===== src/rtl/led_arbiter.sv =====
// ---------------------------------------------------------------------------
// led_arbiter : round-robin, time-sliced sharing of the user LEDs between
//               NUM_REQ requesters. Optional idle heartbeat: LED_ARB_HEARTBEAT_EN
// Revision    : 1.0 - initial release
// ---------------------------------------------------------------------------
`default_nettype none

module led_arbiter #(
    parameter int NUM_REQ   = 4,
    parameter int LED_W     = 4,
    parameter int QUANTUM   = 8,
    parameter int BLINK_DIV = 24
) (
    input  logic                     main_clk,
    input  logic                     rst,
    input  logic [NUM_REQ-1:0]       req,
    input  logic [NUM_REQ*LED_W-1:0] req_led,
    output logic [NUM_REQ-1:0]       grant,
    output logic [LED_W-1:0]         led,
    output logic                     busy
);

    localparam int IDX_W = $clog2(NUM_REQ);
    localparam int CNT_W = $clog2(QUANTUM);
    localparam logic [CNT_W-1:0] CNT_MAX  = CNT_W'(QUANTUM - 1);
    localparam logic [IDX_W-1:0] IDX_LAST = IDX_W'(NUM_REQ - 1);
    localparam logic [IDX_W:0]   IDX_WRAP = (IDX_W + 1)'(NUM_REQ);

    generate
        if (NUM_REQ < 2 || NUM_REQ > 8) begin : g_bad_num_req
            $error("led_arbiter: NUM_REQ must be in 2..8");
        end
        if (QUANTUM < 2) begin : g_bad_quantum
            $error("led_arbiter: QUANTUM must be >= 2");
        end
        if (BLINK_DIV < 1) begin : g_bad_blink_div
            $error("led_arbiter: BLINK_DIV must be >= 1");
        end
    endgenerate

    typedef enum logic [1:0] {
        ST_IDLE   = 2'd0,
        ST_GRANT  = 2'd1,
        ST_SWITCH = 2'd2
    } state_t;

    state_t               state, state_nxt;
    logic [IDX_W-1:0]     owner, owner_nxt;
    logic [IDX_W-1:0]     ptr, ptr_nxt;
    logic [CNT_W-1:0]     cnt, cnt_nxt;
    logic [NUM_REQ-1:0]   grant_nxt;
    logic [LED_W-1:0]     led_nxt;
    logic                 busy_nxt;

    logic [LED_W-1:0]     slice [NUM_REQ];
    logic [LED_W-1:0]     owner_led;
    logic [LED_W-1:0]     led_idle;
    logic [IDX_W-1:0]     pick;
    logic                 pick_found;
    logic                 owner_req;
    logic                 others_req;
    logic [NUM_REQ-1:0]   owner_mask;

    generate
        for (genvar i = 0; i < NUM_REQ; i++) begin : g_slice
            assign slice[i] = req_led[i*LED_W +: LED_W];
        end
    endgenerate

    assign owner_led  = slice[owner];
    assign owner_mask = NUM_REQ'(1) << owner;
    assign owner_req  = req[owner];
    assign others_req = |(req & ~owner_mask);

`ifdef LED_ARB_HEARTBEAT_EN
    logic [BLINK_DIV-1:0] hb_cnt;

    always_ff @(posedge main_clk) begin
        if (!rst) begin
            hb_cnt <= '0;
        end else begin
            hb_cnt <= hb_cnt + 1'b1;
        end
    end

    always_comb begin
        led_idle    = '0;
        led_idle[0] = hb_cnt[BLINK_DIV-1];
    end
`else
    assign led_idle = '0;
`endif

    // Round-robin search starting at ptr; wraps modulo NUM_REQ.
    always_comb begin
        logic [IDX_W:0] idx;
        idx        = '0;
        pick       = '0;
        pick_found = 1'b0;
        for (int k = 0; k < NUM_REQ; k++) begin
            idx = {1'b0, ptr} + (IDX_W + 1)'(k);
            if (idx >= IDX_WRAP) begin
                idx = idx - IDX_WRAP;
            end
            if (!pick_found && req[idx[IDX_W-1:0]]) begin
                pick       = idx[IDX_W-1:0];
                pick_found = 1'b1;
            end
        end
    end

    always_comb begin
        state_nxt = state;
        owner_nxt = owner;
        ptr_nxt   = ptr;
        cnt_nxt   = cnt;
        grant_nxt = grant;
        led_nxt   = led;
        busy_nxt  = busy;
        case (state)
            ST_IDLE: begin
                led_nxt = led_idle;
                if (pick_found) begin
                    owner_nxt = pick;
                    grant_nxt = NUM_REQ'(1) << pick;
                    busy_nxt  = 1'b1;
                    cnt_nxt   = '0;
                    state_nxt = ST_GRANT;
                end
            end
            ST_GRANT: begin
                led_nxt = owner_led;
                if (cnt != CNT_MAX) begin
                    cnt_nxt = cnt + 1'b1;
                end
                // Release and quantum preemption share one exit path.
                if (!owner_req || (cnt == CNT_MAX && others_req)) begin
                    grant_nxt = '0;
                    led_nxt   = '0;
                    busy_nxt  = 1'b0;
                    state_nxt = ST_SWITCH;
                end
            end
            ST_SWITCH: begin
                ptr_nxt   = (owner == IDX_LAST) ? '0 : owner + 1'b1;
                grant_nxt = '0;
                led_nxt   = '0;
                busy_nxt  = 1'b0;
                state_nxt = ST_IDLE;
            end
            default: begin
                grant_nxt = '0;
                led_nxt   = '0;
                busy_nxt  = 1'b0;
                state_nxt = ST_IDLE;
            end
        endcase
    end

    always_ff @(posedge main_clk) begin
        if (!rst) begin
            state <= ST_IDLE;
            owner <= '0;
            ptr   <= '0;
            cnt   <= '0;
            grant <= '0;
            led   <= '0;
            busy  <= 1'b0;
        end else begin
            state <= state_nxt;
            owner <= owner_nxt;
            ptr   <= ptr_nxt;
            cnt   <= cnt_nxt;
            grant <= grant_nxt;
            led   <= led_nxt;
            busy  <= busy_nxt;
        end
    end

endmodule

`default_nettype wire


===== config.mk =====
export PLATFORM = sky130hd
export DESIGN_NAME = led_arbiter
export DESIGN_NICKNAME = d
export VERILOG_FILES = /design/src/rtl/led_arbiter.sv
export SDC_FILE = /design/constraint.sdc
export NUM_CORES = 1
export LEC_CHECK = 0
export ABC_CLOCK_PERIOD_IN_PS = 3500
export CELL_PAD_IN_SITES_DETAIL_PLACEMENT = 2
export CELL_PAD_IN_SITES_GLOBAL_PLACEMENT = 2
export CORE_MARGIN = 3
export CORE_UTILIZATION = 28
export CTS_CLUSTER_SIZE = 10
export DETAILED_ROUTE_END_ITERATION = 10
export MAX_ROUTING_LAYER = met4
export PLACE_DENSITY = 0.79
export SYNTH_ARGS = -nofsm -noshare
export SYNTH_HDL_FRONTEND = slang
export SYNTH_SLANG_ARGS = --single-unit
export TNS_END_PERCENT = 100

===== constraint.sdc =====
create_clock -name main_clk -period 3.5 [get_ports main_clk]
set_input_delay 0.7 -clock main_clk [delete_from_list [all_inputs] [get_ports main_clk]]
set_output_delay 0.7 -clock main_clk [all_outputs]
set_load 0.02 [all_outputs]

-- Yosys cells after proc, flatten, opt, wreduce, memory -nomap -nowiden
Cells that the tools add are included.
Widths: inputs -> output; s select.
- memories: 0
- word-level logic and storage cells: 95
- RAM bits: 0
- bits in read-only memories: 0
- output and inout bits: 9
- register bits after elaboration: 18
- bits in latches: 0
- bits of input ports: 22
- div/mod/pow operators: 0
- reductions and logical operators: 16
- bitwise gates (word level): 5
- multipliers: 0
- shifts and indexed selects: 2
- mux-type cells: 38
- add/subtract/negate cells: 9
- eq/ne operators: 8
- $lt $le $gt $ge: 10
- operators with widths (cell ; count):
    $mux 2 ; 11
    $mux 4 ; 4
    $lt 2x3->1 const B ; 5
    $ge 3x3->1 const B ; 4
    $mux 1 ; 11
    $bmux 1 s2 ; 5
    $bmux 4 s2 ; 1
    $pmux 4 s2 ; 1
    $shl 1x2->4 const A ; 2
    $sub 2x1->2 const B ; 4
    $add 2x2->3 const B ; 2
    $mux 3 ; 2
    $ne 2x2->1 const B ; 3
    $pmux 3 s2 ; 1
    $and 4x4->4 ; 1
    $eq 2x2->1 const B ; 2
    $logic_and 1x1->1 ; 4
    $logic_not 1->1 ; 4
    $not 4->4 ; 1
    $pmux 2 s2 ; 1
    $reduce_and 2->1 ; 2
    $reduce_or 4->1 ; 1
    $add 2x1->3 const B ; 1
    $add 3x1->3 const B ; 1
    other kinds (13) ; 14

-- Depth between registers and ports, before layout
- depth in word-level cells: 17
- mapped depth: 7
- mapped depth without buffers: 6

-- Least setup slack after synthesis
OpenSTA, ideal clock, no wires.
- path kind: input to register
- start: in req[3]
- end: reg grant[3]
- arrival: 1.785 ns
- setup time: 0.092 ns
- path slack: 1.623 ns
- path buffers: 1
- required time: 3.408 ns
- stages on the path: 5
- cell sequence: clkbuf_2 -> nor4_2 -> nand2b_4 -> or4_4 -> o32ai_1
- word-level cells in the longest chain between the ends: 15
- elaborated cells on any way between the ends: 35
- those cells by class: 2 x eq/ne; 1 x shift; 20 x mux; 1 x bitwise; 11 x reduce/logical
- ends and longest elaborated chain (item ; RTL line ; text):
    start, declared ; 16 ; input logic [NUM_REQ-1:0] req,
    $bmux 1 s2 ; 105 ; if (!pick_found && req[idx[IDX_W-1:0]]) begin
    $mux 1 (implied by the code) ; 105 ;
    $mux 1 ; 105 ;
    $logic_not 1->1 ; 105 ;
    $logic_and 1x1->1 ; 105 ;
    $mux 1 ; 105 ;
    $logic_not 1->1 ; 105 ;
    $logic_and 1x1->1 ; 105 ;
    $mux 1 ; 105 ;
    $logic_not 1->1 ; 105 ;
    $logic_and 1x1->1 ; 105 ;
    $mux 2 ; 105 ;
    $shl 1x2->4 ; 125 ; grant_nxt = NUM_REQ'(1) << pick;
    $mux 4 ; 123 ; if (pick_found) begin
    $pmux 4 s2 ; 120 ; case (state)
    end signal, assigned ; 174 ; grant <= grant_nxt;
    end, declared ; 18 ; output logic [NUM_REQ-1:0] grant,
Parallel ways exist; a longest one is shown, timed or not. The select of a mux whose other input is x is not followed.
A chain may end at the register's enable or synchronous reset.

-- Worst setup path after layout
- start: in req[0]
- end: reg led[2]
- word-level cells in the longest chain between the ends: 5
- elaborated cells on any way between the ends: 8
- those cells by class: 2 x mux; 1 x bitwise; 5 x reduce/logical
- ends and longest elaborated chain (item ; RTL line ; text):
    $bmux 1 s2 / $and 4x4->4 (equally long branches) ; 72, 73 ;
    $mux 1 (implied by the code) / $reduce_or 4->1 (equally long branches) ; 72, 73 ;
    $logic_not 1->1 / $logic_and 1x1->1 (equally long branches) ; 137 ; if (!owner_req || (cnt == CNT_MAX && others_req)) begin
    $logic_or 1x1->1 (*) ; 137 ;
    $reduce_or 3->1 (no line) (*) ; - ;
    end signal, assigned ; 175 ; led <= led_nxt;
    end, declared ; 19 ; output logic [LED_W-1:0] led,
Every way passes the cells marked *; elsewhere a longest branch is shown, timed or not. The select of a mux whose other input is x is not followed.

==> qor.yml <==
status: "complete, no violations"
grt_pass1_wl_um: 5190
fillCellCount: 372
drtIter0Drc: 22
cts_hold_buf: 0
ant_nets: 0
synthCells: 105
r2r_end: "led[2]"
fmax_mhz: 441
synth_warnings: 0
grt_pass1_vias: 1028
fin_ws_ps: 1230
path_max_fanout: 7
finClkSkew_ps: 11.7
wl_per_cell_um: 17.7
cts_buffers: 3
relSlewSlack_pct: 56.2
start_util_pct: 30.6
syn-num-nets: 133
synth_top_flop_cell: "dfxtp_1"
cts_htree_levels: 1
crit_path_start: "req[0]"
wl_um: 3130
r2r-start: "owner[0]"
synth_area_um2: 980
postCtsSetupBuffers: 0
drive_above_1_share_pct: 10.5
worstPathRequired_ps: 3740
tns_ps: 0
cp-endpoint: "led[2]"
drc_errors: 0
fin_nets: 162
rsz0062_at_grt: "no"
synth-edff-count: 0
cp-start-kind: "primary input"
antenna_found_initial: 0
vias_per_cell: 5.19
diodes: 0
rows: 20
period_share_pct: 64.8
yosysMostFrequentCell: "dfxtp_1"
setup_viol: 0
yosysTopAreaCell: "dfxtp_1"
crit_type: "primary input to register"
grt.overflow.total: 0
ctsResizeCount: 0
ff2ff_path_depth: 5
seq_area_frac_synth_pct: 34.7
slew_viol_final: 0
regToRegSetupSlack_ps: 1360
multiInputGateArea_um2: 589
p_leak_uw: 0.000471
synth-seq-cells: 17
areaGrowthSynthToFinish_pct: 36.1
clock_latency_ps: 310
ios: 31
peakVddDrop_uv: 165
cts_tree: "done"
cp-end-kind: "register"
synth.distinct_cells: 32
root_buffer: "clkbuf_4"
drtPass1Iterations: 4
synth_async_sr_flop_share_pct: 0
vias: 919
period_needed_ps: 2270
ys_top_cells_by_count: "17 x dfxtp_1, 12 x nand2_1, 8 x a21oi_1, 8 x nor2b_1"
die_x_um: 65.2
cap_violations: 0
power.density_mw_per_mm2: 356
clock_sinks: 17
hold_viol_final: 0
numPortBuffers: 30
crit_arrival_ps: 2510
synth_top_area_share_pct: 34.7
cts-root-to-sink-buffers: 2
fin_util_pct: 41.6
pre_cts_ws_ps: 882
clk_pin_slew_ps: 100
core_mm2: 0.00320
gp_congestion: 0.828
dp_hpwl_um: 2490
die_y_um: 65.2
dieArea_mm2: 0.00424
hold_class: "register to register"
track_usage_pct: 16.9
tightest_slew_ps: 652
syn-mean-instance-area_um2: 9.33
regArea_um2: 340
grt_max_degree: 12
yosys-top-cells-area: "dfxtp_1 35%, mux4_2 9.2%, ha_1 7.7%"
-- placed cells by master (no fill, tap or decap), types with 2 or more instances in the layout --
master           synthesis  final
or3b_2                   2      2
nand2b_1                 2      2
nor2b_1                  8      8
a21oi_1                  8      8
nand2_1                 12     12
mux4_2                   4      4
nor3_1                   2      2
dfxtp_1                 17     17
clkdlybuf4s50_1          0     30
mux2i_1                  4      4
ha_1                     6      6
nor2_1                   3      3
inv_1                    6      6
clkbuf_4                 0      3
nand3_1                  2      2
o32ai_1                  4      4
o22ai_1                  4      4
and2_1                   2      2
-- metrics by stage --
| step | power (µW) | std cells | area [µm²] | hold WS, ps |
|---|---|---|---|---|
| after detailed placement | 367 | 173 | 1310 | 470 |
| after floorplan | 306 | 105 | 980 | 445 |
| final | 475 | 177 | 1330 | 482 |
| after global routing | 499 | 177 | 1330 | 524 |
| after CTS | 481 | 177 | 1330 | 484 |
| after global placement | 359 | 173 | 1310 | 462 |
-- registers in the layout, indices dropped and copies added (netlist names) --
name   cells
grant      4
led        4
cnt        3
owner      2
ptr        2
state      2
-- routing by layer --
layer  track usage, %  wire length, µm  part of all wire, %
met1             17.8             1290                   41
met2             30.9             1580                   50
met3             3.08              195                  6.2
met4             6.99               65                  2.1
met5                -                0                    0
-- final cells by class --
| class | count | share of cell area, % |
|---|---|---|
| repair buffers | 30 | 22.5 |
| inverters | 6 | 1.69 |
| flip-flops and latches | 17 | 25.5 |
| well taps | 44 | 4.13 |
| clock buffers | 4 | 1.97 |
| multi-input cells | 76 | 44.2 |
-- how the worst min path moves through the flow --
| stage | start | to | slack (ps) | cells after the start |
|---|---|---|---|---|
| after global placement | grant[0] | grant[0] | 460 | 2 |
| after global routing | grant[1] | grant[1] | 520 | 2 |
| after detailed placement | grant[1] | grant[1] | 470 | 2 |
| after CTS | grant[1] | grant[1] | 480 | 2 |
| final | grant[1] | grant[1] | 480 | 2 |
| after floorplan | ptr[0] | ptr[0] | 450 | 2 |
-- critical path, cell delays in order --
cell and delay, ps:
clkdlybuf4s50_1 520, nor2b_1 200, o41ai_1 620, nand3_1 300, nor2b_1 170
-- cell families (layout without fill, tap and decap cells) --
family | count (synthesis) | count (layout) | synth area share, %
simple gates | 41 | 41 | 24.8
compound gates | 21 | 21 | 14.4
flops | 17 | 17 | 34.7
buf+inv | 12 | 40 | 5.11
mux | 8 | 8 | 13.3
fa+ha+maj | 6 | 6 | 7.66
-- report_power, final --
group          total (µW)  switching [µW]  internal, µW
Sequential            225            18.8           207
Clock                 114            69.0          44.6
Combinational         136            62.5          73.2
Total                 475             150           324
(Power assumes the default switching activity.)
